<file path="config.mk">
export PLATFORM = sky130hd
export DESIGN_NAME = uart_pkt_decoder
export DESIGN_NICKNAME = d
export VERILOG_FILES = /design/src/rtl/uart_pkt_decoder.sv
export SDC_FILE = /design/constraint.sdc
export NUM_CORES = 1
export LEC_CHECK = 0
export ABC_AREA = 1
export CAP_MARGIN = 20
export CORE_MARGIN = 2
export CORE_UTILIZATION = 50
export DETAILED_ROUTE_END_ITERATION = 16
export PLACE_DENSITY = 0.73
export SLEW_MARGIN = 5
export SYNTH_ARGS = -nofsm -noshare
export SYNTH_HDL_FRONTEND = slang
export SYNTH_SLANG_ARGS = --single-unit
</file>
<file path="constraint.sdc">
create_clock -name sys_clk -period 1.6 [get_ports sys_clk]
set_input_delay 0.24 -clock sys_clk [delete_from_list [all_inputs] [get_ports sys_clk]]
set_output_delay 0.24 -clock sys_clk [all_outputs]
set_load 0.05 [all_outputs]
</file>
<file path="src/rtl/uart_pkt_decoder.sv">
// Framed packet decoder for a UART byte stream: HEAD, payload, optional XOR checksum, TAIL.
// Accepted payloads are published on cfg_data; rejections pulse pkt_err with a reason code.
module uart_pkt_decoder #(
    parameter int          PAYLOAD_BYTES = 6,
    parameter logic [7:0]  HEAD          = 8'hAA,
    parameter logic [7:0]  TAIL          = 8'h55,
    parameter bit          CHK_EN        = 1'b1,
    parameter int          TIMEOUT_CYC   = 100000
) (
    input  logic                       sys_clk,
    input  logic                       sys_rst_n,
    input  logic [7:0]                 rx_data,
    input  logic                       rx_done,
    output logic [PAYLOAD_BYTES*8-1:0] cfg_data,
    output logic                       cfg_valid,
    output logic                       pkt_err,
    output logic [1:0]                 err_code,
    output logic                       busy,
    output logic [1:0]                 dbg_state
);

    localparam int CW = $clog2(PAYLOAD_BYTES + 1);
    localparam int TW = $clog2(TIMEOUT_CYC + 1);
    localparam int PW = PAYLOAD_BYTES * 8;

    localparam logic [1:0] S_IDLE      = 2'd0;
    localparam logic [1:0] S_PAYLOAD   = 2'd1;
    localparam logic [1:0] S_CHECK     = 2'd2;
    localparam logic [1:0] S_TAIL_WAIT = 2'd3;

    localparam logic [1:0] E_CHK  = 2'b01;
    localparam logic [1:0] E_TAIL = 2'b10;
    localparam logic [1:0] E_TMO  = 2'b11;

    logic [1:0]    state_q, state_d;
    logic [CW-1:0] cnt_q, cnt_d;
    logic [7:0]    xor_q, xor_d;
    logic [PW-1:0] shadow_q, shadow_d;
    logic [PW-1:0] cfg_q, cfg_d;
    logic          cfg_valid_q, cfg_valid_d;
    logic          pkt_err_q, pkt_err_d;
    logic [1:0]    err_code_q, err_code_d;
    logic [TW-1:0] tmo_q, tmo_d;
    logic          expire;

    // rx_done is a single-cycle strobe with no backpressure: every strobe is consumed in its own cycle.
    // Expiry fires on the cycle the idle counter would reach TIMEOUT_CYC; a coincident byte wins.
    assign expire = (state_q != S_IDLE) && !rx_done && (tmo_q == TW'(TIMEOUT_CYC - 1));

    always_comb begin
        state_d     = state_q;
        cnt_d       = cnt_q;
        xor_d       = xor_q;
        shadow_d    = shadow_q;
        cfg_d       = cfg_q;
        cfg_valid_d = 1'b0;
        pkt_err_d   = 1'b0;
        err_code_d  = err_code_q;
        tmo_d       = (state_q == S_IDLE || rx_done) ? '0 : tmo_q + TW'(1);

        if (rx_done) begin
            case (state_q)
                S_IDLE: begin
                    if (rx_data == HEAD) begin
                        state_d = S_PAYLOAD;
                        cnt_d   = '0;
                        xor_d   = '0;
                    end
                end
                S_PAYLOAD: begin
                    for (int i = 0; i < PAYLOAD_BYTES; i++) begin
                        if (cnt_q == CW'(i)) shadow_d[8*i +: 8] = rx_data;
                    end
                    xor_d = xor_q ^ rx_data;
                    cnt_d = cnt_q + CW'(1);
                    if (cnt_q == CW'(PAYLOAD_BYTES - 1)) begin
                        state_d = CHK_EN ? S_CHECK : S_TAIL_WAIT;
                    end
                end
                S_CHECK: begin
                    if (rx_data == xor_q) begin
                        state_d = S_TAIL_WAIT;
                    end else begin
                        state_d    = S_IDLE;
                        pkt_err_d  = 1'b1;
                        err_code_d = E_CHK;
                    end
                end
                default: begin
                    state_d = S_IDLE;
                    if (rx_data == TAIL) begin
                        cfg_d       = shadow_q;
                        cfg_valid_d = 1'b1;
                    end else begin
                        pkt_err_d  = 1'b1;
                        err_code_d = E_TAIL;
                    end
                end
            endcase
        end else if (expire) begin
            state_d    = S_IDLE;
            pkt_err_d  = 1'b1;
            err_code_d = E_TMO;
            tmo_d      = '0;
        end
    end

    always_ff @(posedge sys_clk or negedge sys_rst_n) begin
        if (!sys_rst_n) begin
            state_q     <= S_IDLE;
            cnt_q       <= '0;
            xor_q       <= '0;
            shadow_q    <= '0;
            cfg_q       <= '0;
            cfg_valid_q <= 1'b0;
            pkt_err_q   <= 1'b0;
            err_code_q  <= 2'b00;
            tmo_q       <= '0;
        end else begin
            state_q     <= state_d;
            cnt_q       <= cnt_d;
            xor_q       <= xor_d;
            shadow_q    <= shadow_d;
            cfg_q       <= cfg_d;
            cfg_valid_q <= cfg_valid_d;
            pkt_err_q   <= pkt_err_d;
            err_code_q  <= err_code_d;
            tmo_q       <= tmo_d;
        end
    end

    assign cfg_data  = cfg_q;
    assign cfg_valid = cfg_valid_q;
    assign pkt_err   = pkt_err_q;
    assign err_code  = err_code_q;
    assign busy      = (state_q != S_IDLE);
    assign dbg_state = state_q;

endmodule

</file>
==> flow_summary.rst <==
.. list-table::
   :header-rows: 1

   * - Metric
     - Value
   * - Result of the run
     - finished clean
   * - Routed wire per std cell
     - 14.0 um
   * - Initial standard-cell utilization of the core
     - around 50%
   * - Number of endpoints with negative hold slack in the final report
     - 0
   * - Category of the worst setup path capture point
     - output port
   * - Area share of the leading cell type in the synthesized netlist
     - just under 60%
   * - Leak Pwr
     - between 0.003 and 0.004 uW
   * - Data required time of the worst path
     - roughly 1400 ps
   * - Post-synthesis cell type count
     - 31
   * - Final GP Congestion
     - 0.890
   * - Maximum fanout along the worst path
     - 4
   * - Final nets
     - ~750
   * - GRT Resource Usage Total
     - between 20% and 30%
   * - Clock tree skew after final layout
     - between 7 and 8 ps
   * - Vias in the first global route
     - between 4,000 and 5,000
   * - Largest net degree at the start of global routing
     - 37
   * - Pins over their slew limit
     - 0
   * - Largest buffer count on any clock path
     - 2
   * - Detailed-placement wirelength estimate
     - 8570 um
   * - Number of I/O port buffers
     - 65
   * - Cell Count, Final, Fillers Out
     - between 800 and 900
   * - Number of flip-flops and latches in the synthesized netlist
     - 130
   * - Count of placed standard cells including taps
     - ~860
   * - Via total after detailed routing
     - about 4,400
   * - Post-detailed-route via-to-cell ratio
     - 4.93
   * - Total CTS buffers
     - 17
   * - RSZ-0062 raised after global routing
     - no
   * - Slew at the pin closest to its max-slew limit
     - roughly 430 ps
   * - Register share of total power
     - approximately two fifths
   * - Remaining antenna violation count after routing
     - 0
   * - Dpl cell area
     - between 0.006 and 0.007 sq mm
   * - Worst path arrival time
     - ~1300 ps
   * - Summed area of non-filler cells in the final layout
     - ~0.0074 sq mm
   * - Dominant cells by area after synthesis
     - dfrtp_1 58%, nand2_1 14%, inv_1 3.8%, o21ai_0 3.4%, o21ai_1 2.8%
   * - Syn Inst Count
     - around 620
   * - Total iterations of the first detailed-routing run
     - 4
   * - Highest clock rate
     - 0.648 GHz
   * - Kind of launch point of the worst setup path
     - flip-flop
   * - Number of H-tree levels
     - 4
   * - First DRT Iteration DRCs
     - roughly 270
   * - Area added between synthesis and finish
     - 30.8%
   * - Die area
     - around 0.012 sq mm
   * - Cell internal pwr
     - 7800 uW
   * - Final critical delay including setup and external delays
     - 1540 ps
   * - Floorplan row count
     - 38
   * - Min setup slack post-route
     - approximately 56 ps
   * - Residual DRC
     - 0
   * - Post-synthesis cell type with the largest combined area
     - dfrtp_1
   * - Filler cell count in the final layout
     - slightly below 900
   * - Combinational share of power
     - between 20 and 25%
   * - Net count of the mapped netlist
     - between 600 and 700
   * - Sequential-to-total area share from yosys stat
     - between 50 and 60%
   * - Largest vdd supply drop
     - approximately 1.1 mV
   * - Average footprint of a synthesized cell
     - about 9.1 sq um
   * - Switching power
     - ~3400 uW
   * - Clock-pin slew reported for the worst setup and hold paths after clock tree synthesis
     - 60 ps
   * - PD cells
     - around 1500 mW/mm^2
   * - Post-Place Setup Slack
     - -277 ps
   * - Relative slew slack
     - 71.6%
   * - Fin crit share
     - 96.5%
   * - Clock latency on the worst-skew pair
     - 410 ps
   * - Die Y
     - between 100 and 150 um
   * - Worst hold path class
     - input pin to async pin
   * - X dimension of the die
     - about 110 um
   * - Relative contribution of the clock network to total power
     - approximately 38%
   * - Number of antenna violations at the first check in global routing
     - 0
   * - Total congestion overflow after global routing
     - 0
   * - TritonCTS Sinks
     - 130
   * - CTS tree
     - built
   * - Number of warnings issued by yosys
     - 0
   * - Crit Path Category
     - flip-flop to output port
   * - Master cell of the clock root buffer
     - clkbuf_16
   * - Number of ports placed on the die boundary
     - 66
   * - Final-report setup violation count
     - 0
   * - Total of max-cap violations
     - 0
   * - Number of diodes
     - 0
   * - Total Routed Length
     - approximately 12,000 um
   * - Share of final-layout standard cells stronger than drive strength 1
     - 26.4%
   * - Core outline area
     - 0.0109 sq mm
   * - First-pass GRT wire length
     - between 20,000 and 25,000 um
   * - Fraction of power spent switching nets
     - a little under a third
   * - Synth Cell Area
     - roughly 0.0056 sq mm
==> stage by stage <==
stage | utilization, % | hold WS, ps | setup TNS [ps] | power (uW)
after floorplan | - | -55.6 | 0 | 6000
after global placement | 60.9 | 201 | -11950 | 6850
after detailed placement | 60.9 | 208 | -14540 | 6950
after CTS | 67.0 | 319 | 0 | 11200
after global routing | 67.4 | 345 | 0 | 11800
final | 67.4 | 311 | 0 | 11200
==> path summary, 6_finish.rpt <==
check,startpoint,end,slack (ps),depth (start not counted)
max,dbg_state[0],busy,60,3
min,sys_rst_n,cfg_data[20],310,2
max reg2reg,dbg_state[1],shadow_q[33],140,7
min reg2reg,shadow_q[41],cfg_data[41],470,2
max in group asynchronous,sys_rst_n,shadow_q[7],750,3
min in group sys_clk,rx_data[2],shadow_q[10],400,4
==> state kept, by name, indices dropped and copies added (netlist names) <==
register	flops
pkt_err	1
shadow_q	48
xor_q	8
tmo_q	17
dbg_state	2
cfg_data	48
cnt_q	3
err_code	2
cfg_valid	1
==> cells in the mapped netlist (all sizes together) <==
cell      n
a211oi    1
a21oi     2
buf      16
clkbuf    1
dfrtp   130
ha        6
inv      67
nand2   227
nand3    14
nand4     9
nor2     44
nor3      6
nor3b     1
o211ai    1
o21ai    86
or2       1
xnor2     2
xor2      8
==> layer usage <==
metal	global-route usage (%)	vias to the layer above	routed length, um	part of all wire, %
li1	-	2182	-	-
met1	29.7	2099	5960	48
met2	36.2	89	5900	47
met3	6.35	16	444	3.6
met4	7.68	0	165	1.3
met5	0	-	0	0
==> cell usage in the layout (no fill, tap or decap), types with 3 or more instances in the layout <==
master,n
inv_1,56
o21ai_0,38
nand2_1,209
buf_4,92
dfrtp_1,129
nand3_1,12
nor2_4,5
bufinv_16,5
clkbuf_16,17
inv_2,9
ha_1,5
buf_12,10
nand4_1,8
o21ai_2,16
nor3_1,4
clkdlybuf4s50_1,8
nand2_4,3
nand2_2,15
nor2_1,31
xor2_1,8
clkinvlp_4,4
nor2_2,8
o21ai_1,32
==> repair_timing <==
item	in CTS	in global routing
hold buffers	1	0
setup endpoints to repair	1	15
gates resized for setup	1	12
pin swaps	0	3
endpoints found under the hold margin	26	0
buffers inserted	0	1
==> cell families (layout without fill, tap and decap cells) <==
kind of cell,Yosys count,after routing,synth area share (%)
simple gates,302,302,23.5
buf+inv,84,211,6.77
fa+ha+maj,6,6,1.33
flops,130,130,57.7
compound gates,90,90,9.15
xor+xnor,10,10,1.55
==> worst max-delay path, cell delays in order (launching register included) <==
cell     delay [ps]
dfrtp_1         410
nor2_2          190
inv_1           100
buf_4           200
==> layout make-up <==
cell class / instances / area, sq um / area share, %
Sequential cell: 130 / 3250 / 44.1
Multi-Input combinational cell: 408 / 2040 / 27.7
Timing Repair Buffer: 112 / 993 / 13.5
Clock buffer: 19 / 443 / 6.01
Inverter: 67 / 256 / 3.48
Clock inverter: 13 / 208 / 2.82
Tap cell: 140 / 175 / 2.38
==> power groups by stage <==
stage | combinational, uW | clock (uW) | sequential, uW
finish | 2520 | 4240 | 4440
global route | 2820 | 4440 | 4520
CTS | 2530 | 4280 | 4430
detailed placement | 2480 | 0 | 4470
global placement | 2400 | 0 | 4450
floorplan | 1390 | 0 | 4600
Power figures use the tool's default switching activity.
